**config.mk**
```make
export PLATFORM = sky130hd
export DESIGN_NAME = hmnoc_cluster_seq_flat
export DESIGN_NICKNAME = d
export VERILOG_FILES = /design/src/rtl/hmnoc_pkg.sv /design/src/rtl/hmnoc_cluster_seq_if.sv /design/src/rtl/hmnoc_done_collector.sv /design/src/rtl/hmnoc_cluster_seq.sv /design/src/flat_wrapper.sv
export SDC_FILE = /design/constraint.sdc
export NUM_CORES = 1
export LEC_CHECK = 0
export CAP_MARGIN = 20
export CORE_ASPECT_RATIO = 0.5
export CORE_UTILIZATION = 25
export CTS_CLUSTER_SIZE = 24
export DETAILED_ROUTE_END_ITERATION = 8
export GPL_TIMING_DRIVEN = 0
export SLEW_MARGIN = 10
export SYNTH_ARGS = -nofsm -noshare
export SYNTH_HDL_FRONTEND = slang
export SYNTH_HIERARCHICAL = 1
export SYNTH_SLANG_ARGS = --single-unit
```
**constraint.sdc**
```tcl
create_clock -name clk -period 6.3 [get_ports clk]
set_input_delay 1.26 -clock clk [delete_from_list [all_inputs] [get_ports clk]]
set_output_delay 1.26 -clock clk [all_outputs]
set_load 0.02 [all_outputs]
```
**src/rtl/hmnoc_pkg.sv**
```systemverilog
// Shared definitions for the hierarchical-mesh NoC cluster sequencer.
//
// Contents:
//   KERNEL_SIZE / WB_CYCLES_DEFAULT : psum writeback window derived from the
//                                     convolution kernel size.
//   ST_*                            : legacy-compatible FSM state encodings.
//   hmnoc_seq_state_t               : typed view of the same encodings.
package hmnoc_pkg;

    localparam int KERNEL_SIZE       = 3;
    // The psum router drains one kernel window per writeback pass.
    localparam int WB_CYCLES_DEFAULT = KERNEL_SIZE * KERNEL_SIZE;

    localparam logic [2:0] ST_IDLE      = 3'd0;
    localparam logic [2:0] ST_LD_WGHT   = 3'd1;
    localparam logic [2:0] ST_LD_IACT   = 3'd2;
    localparam logic [2:0] ST_WAIT_LOAD = 3'd3;
    localparam logic [2:0] ST_COMPUTE   = 3'd4;
    localparam logic [2:0] ST_WAIT_COMP = 3'd5;
    localparam logic [2:0] ST_WRITEBACK = 3'd6;
    localparam logic [2:0] ST_NEXT      = 3'd7;

    typedef enum logic [2:0] {
        S_IDLE      = ST_IDLE,
        S_LD_WGHT   = ST_LD_WGHT,
        S_LD_IACT   = ST_LD_IACT,
        S_WAIT_LOAD = ST_WAIT_LOAD,
        S_COMPUTE   = ST_COMPUTE,
        S_WAIT_COMP = ST_WAIT_COMP,
        S_WRITEBACK = ST_WRITEBACK,
        S_NEXT      = ST_NEXT
    } hmnoc_seq_state_t;

endpackage

```
**src/rtl/hmnoc_cluster_seq_if.sv**
```systemverilog
// Sequencer <-> cluster array bundle.
//
// Signals (one bit per cluster):
//   load_spad_ctrl_wght : weight spad load pulse      (sequencer -> cluster)
//   load_spad_ctrl_iact : iact spad load pulse        (sequencer -> cluster)
//   pe_start            : compute start pulse         (sequencer -> cluster)
//   pe_load_done        : load completion, pulse/level (cluster -> sequencer)
//   pe_compute_done     : compute completion          (cluster -> sequencer)
// Modports: master = sequencer side, slave = cluster side.
interface hmnoc_cluster_seq_if #(
    parameter int NUM_CLUSTERS = 4
);
    import hmnoc_pkg::*;

    logic [NUM_CLUSTERS-1:0] load_spad_ctrl_wght;
    logic [NUM_CLUSTERS-1:0] load_spad_ctrl_iact;
    logic [NUM_CLUSTERS-1:0] pe_start;
    logic [NUM_CLUSTERS-1:0] pe_load_done;
    logic [NUM_CLUSTERS-1:0] pe_compute_done;

    modport master (
        output load_spad_ctrl_wght,
        output load_spad_ctrl_iact,
        output pe_start,
        input  pe_load_done,
        input  pe_compute_done
    );

    modport slave (
        input  load_spad_ctrl_wght,
        input  load_spad_ctrl_iact,
        input  pe_start,
        output pe_load_done,
        output pe_compute_done
    );

endinterface

```
**src/rtl/hmnoc_done_collector.sv**
```systemverilog
// Per-cluster completion collector.
//
// Accumulates done inputs of enabled clusters into a sticky register and
// reports when every enabled cluster has been seen.
//
// Ports:
//   clk, reset : clock, synchronous active-low reset
//   clr        : clear the seen register (an input arriving this cycle is lost)
//   en         : accumulate done_in this cycle
//   mask       : enabled-cluster mask; disabled clusters are ignored
//   done_in    : per-cluster completion inputs (pulse or level)
//   all_done   : every masked cluster has completed
//
// QUALIFY_REG selects whether all_done includes the current-cycle inputs
// (0) or only what has already been captured in the seen register (1).
module hmnoc_done_collector
    import hmnoc_pkg::*;
#(
    parameter int NUM_CLUSTERS = 4,
    parameter bit QUALIFY_REG  = 1'b0
) (
    input  logic                    clk,
    input  logic                    reset,
    input  logic                    clr,
    input  logic                    en,
    input  logic [NUM_CLUSTERS-1:0] mask,
    input  logic [NUM_CLUSTERS-1:0] done_in,
    output logic                    all_done
);

    logic [NUM_CLUSTERS-1:0] seen_q;
    logic [NUM_CLUSTERS-1:0] hit;

    assign hit = en ? (seen_q | (done_in & mask)) : seen_q;

    // Disabled clusters read as complete so only the mask decides.
    generate
        if (QUALIFY_REG) begin : g_reg
            assign all_done = &(seen_q | ~mask);
        end else begin : g_comb
            assign all_done = &(hit | ~mask);
        end
    endgenerate

    always_ff @(posedge clk) begin
        if (!reset) begin
            seen_q <= '0;
        end else if (clr) begin
            seen_q <= '0;
        end else if (en) begin
            seen_q <= hit;
        end
    end

endmodule

```
**src/rtl/hmnoc_cluster_seq.sv**
```systemverilog
// Multi-cluster sequencer for the hierarchical mesh NoC.
//
// Drives NUM_CLUSTERS GLB/router/PE clusters through repeated passes of
// weight spad load, iact spad load, compute and psum writeback.
//
// Ports:
//   clk, reset      : clock, synchronous active-low reset
//   start           : single-cycle run request (accepted only when idle)
//   abort           : return to idle from any state
//   cfg_passes      : number of passes (sampled at start)
//   cfg_cluster_en  : enabled-cluster mask (sampled at start)
//   cfg_wght_reuse  : load weights on pass 0 only (sampled at start)
//   cl              : cluster bundle (load/start pulses out, done flags in)
//   busy            : high whenever not idle
//   done            : one-cycle pulse after the last pass
//   err_cfg         : one-cycle pulse when a start is rejected
//   err_timeout     : sticky watchdog flag, cleared by the next accepted start
//   pass_idx        : index of the current pass
//
// All outputs are registered: each is computed from the next state so that
// a pulse is high exactly during the cycle the FSM spends in its state.
module hmnoc_cluster_seq
    import hmnoc_pkg::*;
#(
    parameter int NUM_CLUSTERS   = 4,
    parameter int PASS_BITWIDTH  = 8,
    parameter int WB_CYCLES      = WB_CYCLES_DEFAULT,
    parameter int TIMEOUT_CYCLES = 1024
) (
    input  logic                     clk,
    input  logic                     reset,
    input  logic                     start,
    input  logic                     abort,
    input  logic [PASS_BITWIDTH-1:0] cfg_passes,
    input  logic [NUM_CLUSTERS-1:0]  cfg_cluster_en,
    input  logic                     cfg_wght_reuse,
    hmnoc_cluster_seq_if.master      cl,
    output logic                     busy,
    output logic                     done,
    output logic                     err_cfg,
    output logic                     err_timeout,
    output logic [PASS_BITWIDTH-1:0] pass_idx
);

    // One counter serves both the watchdog and the writeback window; it
    // restarts on every state change, which covers "reset on entry".
    localparam int CNT_W = $clog2(TIMEOUT_CYCLES + WB_CYCLES + 1);
    localparam logic [CNT_W-1:0] WD_LAST = CNT_W'(TIMEOUT_CYCLES - 1);
    localparam logic [CNT_W-1:0] WB_LAST = CNT_W'(WB_CYCLES - 1);

    hmnoc_seq_state_t          state_q, state_n;
    logic [NUM_CLUSTERS-1:0]   mask_q, mask_n;
    logic [PASS_BITWIDTH-1:0]  passes_q, passes_n;
    logic                      reuse_q, reuse_n;
    logic [PASS_BITWIDTH-1:0]  pass_n;
    logic [CNT_W-1:0]          cnt_q;

    logic                      done_n;
    logic                      err_cfg_n;
    logic                      to_set;
    logic                      to_clr;

    logic [NUM_CLUSTERS-1:0]   wght_q;
    logic [NUM_CLUSTERS-1:0]   iact_q;
    logic [NUM_CLUSTERS-1:0]   pe_start_q;

    logic                      ld_all;
    logic                      cp_all;

    assign cl.load_spad_ctrl_wght = wght_q;
    assign cl.load_spad_ctrl_iact = iact_q;
    assign cl.pe_start            = pe_start_q;

    // Load completion is taken from the live inputs so pe_start follows the
    // last acknowledge by one cycle.
    hmnoc_done_collector #(
        .NUM_CLUSTERS (NUM_CLUSTERS),
        .QUALIFY_REG  (1'b0)
    ) u_load_done (
        .clk      (clk),
        .reset    (reset),
        .clr      (state_q == S_LD_IACT),
        .en       (state_q == S_WAIT_LOAD),
        .mask     (mask_q),
        .done_in  (cl.pe_load_done),
        .all_done (ld_all)
    );

    // Compute completion is qualified on the captured seen vector, giving
    // the psum path one settle cycle before writeback starts.
    hmnoc_done_collector #(
        .NUM_CLUSTERS (NUM_CLUSTERS),
        .QUALIFY_REG  (1'b1)
    ) u_comp_done (
        .clk      (clk),
        .reset    (reset),
        .clr      (state_q == S_COMPUTE),
        .en       (state_q == S_WAIT_COMP),
        .mask     (mask_q),
        .done_in  (cl.pe_compute_done),
        .all_done (cp_all)
    );

    always_comb begin
        state_n   = state_q;
        mask_n    = mask_q;
        passes_n  = passes_q;
        reuse_n   = reuse_q;
        pass_n    = pass_idx;
        done_n    = 1'b0;
        err_cfg_n = 1'b0;
        to_set    = 1'b0;
        to_clr    = 1'b0;

        if (abort) begin
            state_n = S_IDLE;
        end else begin
            case (state_q)
                S_IDLE: begin
                    if (start) begin
                        if (cfg_passes == '0 || cfg_cluster_en == '0) begin
                            err_cfg_n = 1'b1;
                        end else begin
                            mask_n   = cfg_cluster_en;
                            passes_n = cfg_passes;
                            reuse_n  = cfg_wght_reuse;
                            pass_n   = '0;
                            to_clr   = 1'b1;
                            state_n  = S_LD_WGHT;
                        end
                    end
                end
                S_LD_WGHT: state_n = S_LD_IACT;
                S_LD_IACT: state_n = S_WAIT_LOAD;
                S_WAIT_LOAD: begin
                    if (ld_all) begin
                        state_n = S_COMPUTE;
                    end else if (cnt_q == WD_LAST) begin
                        to_set  = 1'b1;
                        state_n = S_IDLE;
                    end
                end
                S_COMPUTE: state_n = S_WAIT_COMP;
                S_WAIT_COMP: begin
                    if (cp_all) begin
                        state_n = S_WRITEBACK;
                    end else if (cnt_q == WD_LAST) begin
                        to_set  = 1'b1;
                        state_n = S_IDLE;
                    end
                end
                S_WRITEBACK: begin
                    if (cnt_q == WB_LAST) begin
                        state_n = S_NEXT;
                    end
                end
                S_NEXT: begin
                    if (pass_idx == passes_q - PASS_BITWIDTH'(1)) begin
                        done_n  = 1'b1;
                        state_n = S_IDLE;
                    end else begin
                        pass_n  = pass_idx + PASS_BITWIDTH'(1);
                        // Pass index is non-zero here, so reuse skips weights.
                        state_n = reuse_q ? S_LD_IACT : S_LD_WGHT;
                    end
                end
                default: state_n = S_IDLE;
            endcase
        end
    end

    always_ff @(posedge clk) begin
        if (!reset) begin
            state_q     <= S_IDLE;
            mask_q      <= '0;
            passes_q    <= '0;
            reuse_q     <= 1'b0;
            pass_idx    <= '0;
            cnt_q       <= '0;
            wght_q      <= '0;
            iact_q      <= '0;
            pe_start_q  <= '0;
            busy        <= 1'b0;
            done        <= 1'b0;
            err_cfg     <= 1'b0;
            err_timeout <= 1'b0;
        end else begin
            state_q    <= state_n;
            mask_q     <= mask_n;
            passes_q   <= passes_n;
            reuse_q    <= reuse_n;
            pass_idx   <= pass_n;
            cnt_q      <= (state_n != state_q || state_q == S_IDLE) ? '0 : cnt_q + CNT_W'(1);
            wght_q     <= (state_n == S_LD_WGHT) ? mask_n : '0;
            iact_q     <= (state_n == S_LD_IACT) ? mask_n : '0;
            pe_start_q <= (state_n == S_COMPUTE) ? mask_n : '0;
            busy       <= (state_n != S_IDLE);
            done       <= done_n;
            err_cfg    <= err_cfg_n;
            if (to_clr) begin
                err_timeout <= 1'b0;
            end else if (to_set) begin
                err_timeout <= 1'b1;
            end
        end
    end

endmodule

```
**src/flat_wrapper.sv**
```systemverilog
// flat-port wrapper written by rule: the top's interface ports become plain ports
module hmnoc_cluster_seq_flat import hmnoc_pkg::*;
#(
    parameter int NUM_CLUSTERS   = 4,
    parameter int PASS_BITWIDTH  = 8,
    parameter int WB_CYCLES      = WB_CYCLES_DEFAULT,
    parameter int TIMEOUT_CYCLES = 1024
)
  (clk, reset, start, abort, cfg_passes, cfg_cluster_en, cfg_wght_reuse, busy, done, err_cfg, err_timeout, pass_idx, cl_load_spad_ctrl_wght, cl_load_spad_ctrl_iact, cl_pe_start, cl_pe_load_done, cl_pe_compute_done);
  hmnoc_cluster_seq_if #(.NUM_CLUSTERS(NUM_CLUSTERS)) cl_i ();
  input  logic clk;
  input  logic reset;
  input  logic start;
  input  logic abort;
  input  logic [PASS_BITWIDTH-1:0] cfg_passes;
  input  logic [NUM_CLUSTERS-1:0] cfg_cluster_en;
  input  logic cfg_wght_reuse;
  output logic busy;
  output logic done;
  output logic err_cfg;
  output logic err_timeout;
  output logic [PASS_BITWIDTH-1:0] pass_idx;
  output wire logic [$bits(cl_i.load_spad_ctrl_wght)-1:0] cl_load_spad_ctrl_wght;
  output wire logic [$bits(cl_i.load_spad_ctrl_iact)-1:0] cl_load_spad_ctrl_iact;
  output wire logic [$bits(cl_i.pe_start)-1:0] cl_pe_start;
  input wire logic [$bits(cl_i.pe_load_done)-1:0] cl_pe_load_done;
  input wire logic [$bits(cl_i.pe_compute_done)-1:0] cl_pe_compute_done;
  assign cl_load_spad_ctrl_wght = cl_i.load_spad_ctrl_wght;
  assign cl_load_spad_ctrl_iact = cl_i.load_spad_ctrl_iact;
  assign cl_pe_start = cl_i.pe_start;
  assign cl_i.pe_load_done = cl_pe_load_done;
  assign cl_i.pe_compute_done = cl_pe_compute_done;
  hmnoc_cluster_seq #(.NUM_CLUSTERS(NUM_CLUSTERS), .PASS_BITWIDTH(PASS_BITWIDTH), .WB_CYCLES(WB_CYCLES), .TIMEOUT_CYCLES(TIMEOUT_CYCLES)) u_core (.clk(clk), .reset(reset), .start(start), .abort(abort), .cfg_passes(cfg_passes), .cfg_cluster_en(cfg_cluster_en), .cfg_wght_reuse(cfg_wght_reuse), .cl(cl_i), .busy(busy), .done(done), .err_cfg(err_cfg), .err_timeout(err_timeout), .pass_idx(pass_idx));
endmodule
```
==> summary.md, run 1 <==
| Metric | Value |
|---|---|
| Status | finished clean |
| Seq pwr share | 38.2% |
| Number of stages on the worst setup path | 10 |
| Area Overhead vs Synth | 31.9% |
| Synth cell types | 59 |
| Post-DR wirelength/cell | 13.4 um |
| Synthesis-stage register bit count | 59 |
| Initial drt markers | 101 |
| Chip Height | 81.0 um |
| Share of flip-flops with an asynchronous set or reset | 0% |
| GRT Total Usage | 12.5% |
| Routed vias | about 2600 |
| Critical path capture point type | flop |
| Switching share of power | 23.0% |
| Final setup TNS | 0 ps |
| Vias per cell | 4.60 |
| Cell Int Power | 0.780 mW |
| Mapped Nets | 364 |
| Syn Area/Cell | 9.30 um^2 |
| Maximum clock path buffer count | 2 |
| Area of placed instances | between 3000 and 4000 um^2 |
| CTS H-tree depth | 3 |
| Place WS | 2380 ps |
| Switching Power | 0.233 mW |
| Die area | between 10000 and 15000 um^2 |
| Initial antenna violation count | 0 |
| Power Total | 1.01 mW |
| DR DRC count | 0 |
| Leak pwr | 1.42 nW |
| Setup ws final | 2730 ps |
| RR Endpoint | u_core/cl.pe_start[2]$_SDFF_PN0_ |
| Register-to-Register Path Depth | 12 |
| Final Hold Violating Endpoints | 0 |
| Critical Path AT | 3840 ps |
| Final ANT Viol Nets | 0 |
| Required time of the critical path | around 6600 ps |
| Final hold slack | 470 ps |
| Number of global-route vias before repair | 2434 |
| Max Clock Skew | 5.00 ps |
| Crit path max-delay cell type | nor4_1 |
| CORE AREA | 12000 um^2 |
| Reg-to-reg slack, setup | 3150 ps |
| Final setup vio count | 0 |
| Grt ovf | 0 |
| Post-layout net count | 422 |
| Synth warn | 6 |
| CTS clk-pin slew, worst paths | 50 ps |
| Drt pass-1 iters | 4 |
| CP Class | input pin to flop |
| Register area share after synthesis | a little under two fifths |
| CP endpoint | u_core/cl.pe_start[2]$_SDFF_PN0_ |
| Final min period | 3570 ps |
| Clock power frac | 51.4% |
| Critical path buffers and inverters | 1 |
| Slew Viols, Final | 0 |
| Sink Count | 59 |
| RSZ-0062 raised after global routing | no |
| CP Launch Point | cl_pe_load_done[0] |
| Critical R2R Launch | u_core/state_q[2]$_SDFF_PN0_ |
| Combinational Power Share | 10.3% |
| CP Cell Sequence | clkdlybuf4s50_1 > a211oi_2 > nor4_1 > nor2_1 > o2bb2ai_1 > nand3_1 > o221a_2 > o211ai_2 > nor4b_2 > and2_1 |
| Max Cap Violations | 0 |
| Max-slew headroom | 54.1% |
| Global-route wire length before repair | roughly 13000 um |
| Most common cell after layout, fill and taps aside | dfxtp_1 |
| Most frequent cells in the layout | 59 x dfxtp_1, 47 x clkdlybuf4s50_1, 27 x nor2_1, 18 x nand2_1 |
| HP Start | u_core/u_load_done/seen_q[3]$_SDFFE_PP0P_ |
| Die X | approximately 160 um |
| CP Launch Type | input pin |
| Worst VDD drop | between 0.1 and 0.15 mV |
| CTS tree | yes |
| RePlAce Congestion | between 0.8 and 0.9 |
| Initial Utilization | a little over a quarter |
| DPL Wire Length | 5550 um |
| Max Fanout on Critical Path | 7 |
| Post-Syn Area | 3120 um^2 |
| Hold-fix buffers at CTS | 0 |
| Post-CTS Resized | 0 |
| Buffer count from post-CTS setup fixing | 0 |
| Final period utilization | 56.6% |
| Layout cells sized above 1 | around 16% |
| CP peak stage delay | approximately 540 ps |
| Largest net degree at the start of global routing | 11 |
| Cells after Synth | 335 |
| Worst min-delay path class | flop to flop |
| CTS root buffer | clkbuf_16 |
| Final instance area | between 4000 and 5000 um^2 |
| I/O Pins | 49 |
| Crit path max-delay family | simple AND/OR/NAND/NOR gates |
| PortBufs | 47 |
| Cell Rows | 28 |
| Clock Latency Late Sink | 330 ps |
| Most common flop cell mapped by yosys | dfxtp_1 |
| Routed wire length | 7530 um |
| Post-synth EDFFs | 0 |
| Maximum clock rate | 280 MHz |
| Cell Pwr Density | 247 nW/um^2 |
| CTS buffer count | 9 |
| Antenna cells | 0 |
| Worst-Margin Slew | ~690 ps |
==> routing by layer <==
layer | GRT usage, % | up-vias | wire length [um]
met5 | 0 | - | 0
met3 | 4.03 | 10 | 276
met1 | 16.1 | 1226 | 3780
met4 | 4.57 | 0 | 127
li1 | - | 1314 | -
met2 | 19.7 | 36 | 3350
==> cells by family (layout without fill, tap and decap cells) <==
| group | count (synthesis) | in the layout | share of synthesized area [%] |
|---|---|---|---|
| compound gates | 58 | 58 | 16.1 |
| xor+xnor | 24 | 24 | 6.74 |
| fa+ha+maj | 4 | 4 | 1.61 |
| buf+inv | 31 | 93 | 5.30 |
| flops | 59 | 59 | 37.9 |
| mux | 16 | 16 | 5.30 |
| simple gates | 143 | 143 | 27.1 |
==> worst reg2reg max path, delay by kind of cell, from the launching register on <==
kind                   cells  cell delay [ps]
and+or+nand+nor            6             1690
AOI/OAI and AO/OA          4              610
buffers and inverters      2              410
DFF                        1              360
==> sequential cells by signal, indices dropped and copies added (netlist names) <==
name,flops
u_core/cnt_q,11
u_core/pass_idx,8
u_core/passes_q,8
u_core/cl.load_spad_ctrl_iact,4
u_core/cl.load_spad_ctrl_wght,4
u_core/cl.pe_start,4
u_core/mask_q,4
u_core/u_comp_done/seen_q,4
u_core/u_load_done/seen_q,4
u_core/state_q,3
u_core/busy,1
u_core/done,1
u_core/err_cfg,1
u_core/err_timeout,1
u_core/reuse_q,1
==> per-stage QoR <==
stage                     std cells  util (%)
final                           562      34.3
after global routing            562      34.3
after CTS                       562      34.3
after detailed placement        547      31.7
after global placement          547      31.7
after floorplan                 335         -
==> synthesized netlist by cell type, types with 2 or more instances <==
cell type   n  area [um^2]
nand2b_1    7         43.8
a21oi_2     3         26.3
o21ai_0     4         20.0
nor2b_1    14         87.6
nor4_1      7         43.8
o211ai_1    4         30.0
nor3_2     13          130
nor3_1     14         70.1
dfxtp_1    59         1180
and3_1      2         12.5
xnor2_1    14          123
buf_2       3         15.0
nand3_1    11         55.1
a21oi_1     8         40.0
nor4b_2     2         30.0
a31oi_1     8         50.1
a2111oi_2   3         45.0
inv_1      14         52.6
mux2_2      4         45.0
mux2i_1    12          120
nand2_1    18         67.6
or4_1       2         15.0
clkinv_1    2         7.51
nor2_1     27          101
buf_4       2         15.0
clkbuf_1    5         18.8
ha_1        4         50.1
nand4_1     4         25.0
and4_1      2         17.5
a41oi_1     2         17.5
and2_1     13         81.3
xor2_1     10         87.6
a211oi_1    7         52.6
buf_6       5         56.3
a211oi_2    2         25.0
==> power groups by stage <==
stage | Clock (mW) | Combinational [mW] | Sequential, mW
floorplan | 0 | 0.0684 | 0.394
global placement | 0 | 0.104 | 0.395
detailed placement | 0 | 0.104 | 0.395
CTS | 0.534 | 0.105 | 0.387
global route | 0.551 | 0.115 | 0.388
finish | 0.521 | 0.105 | 0.387
==> layout make-up <==
class	count	area, um^2
Clock buffer	10	239
Fill cell	1267	7870
Inverter	16	60.1
Buffer	15	105
Timing Repair Buffer	47	470
Tap cell	165	206
Multi-Input combinational cell	245	1770
Sequential cell	59	1180
Clock inverter	5	77.6
==> worst min-delay path by stage <==
| stage | end | depth (start not counted) |
|---|---|---|
| final | u_core/u_load_done/seen_q[3]$_SDFFE_PP0P_ | 2 |
| after global routing | u_core/u_comp_done/seen_q[1]$_SDFFE_PP0P_ | 2 |
| after CTS | u_core/u_load_done/seen_q[3]$_SDFFE_PP0P_ | 2 |
| after detailed placement | u_core/u_load_done/seen_q[3]$_SDFFE_PP0P_ | 2 |
| after global placement | u_core/u_comp_done/seen_q[1]$_SDFFE_PP0P_ | 2 |
| after floorplan | u_core/u_comp_done/seen_q[1]$_SDFFE_PP0P_ | 2 |
Power figures use the tool's default switching activity.
==> run 2: changes to the inputs <==
Clock period 6.3 ns to 3.5 ns, I/O delays scaled along.
==> results of run 2 <==
The final DEF is identical to that of run 1. Status: finished clean.
Among the figures that moved: setup slack after placement 2380 ps -> 142 ps; setup slack after layout 2730 ps -> 351 ps; start point of the critical path cl_pe_load_done[0] -> u_core/state_q[2]$_SDFF_PN0_; register-to-register setup slack 3150 ps -> 350 ps; total power 1.01 mW -> 1.82 mW; worst IR drop on VDD 0.129 mV -> 0.231 mV
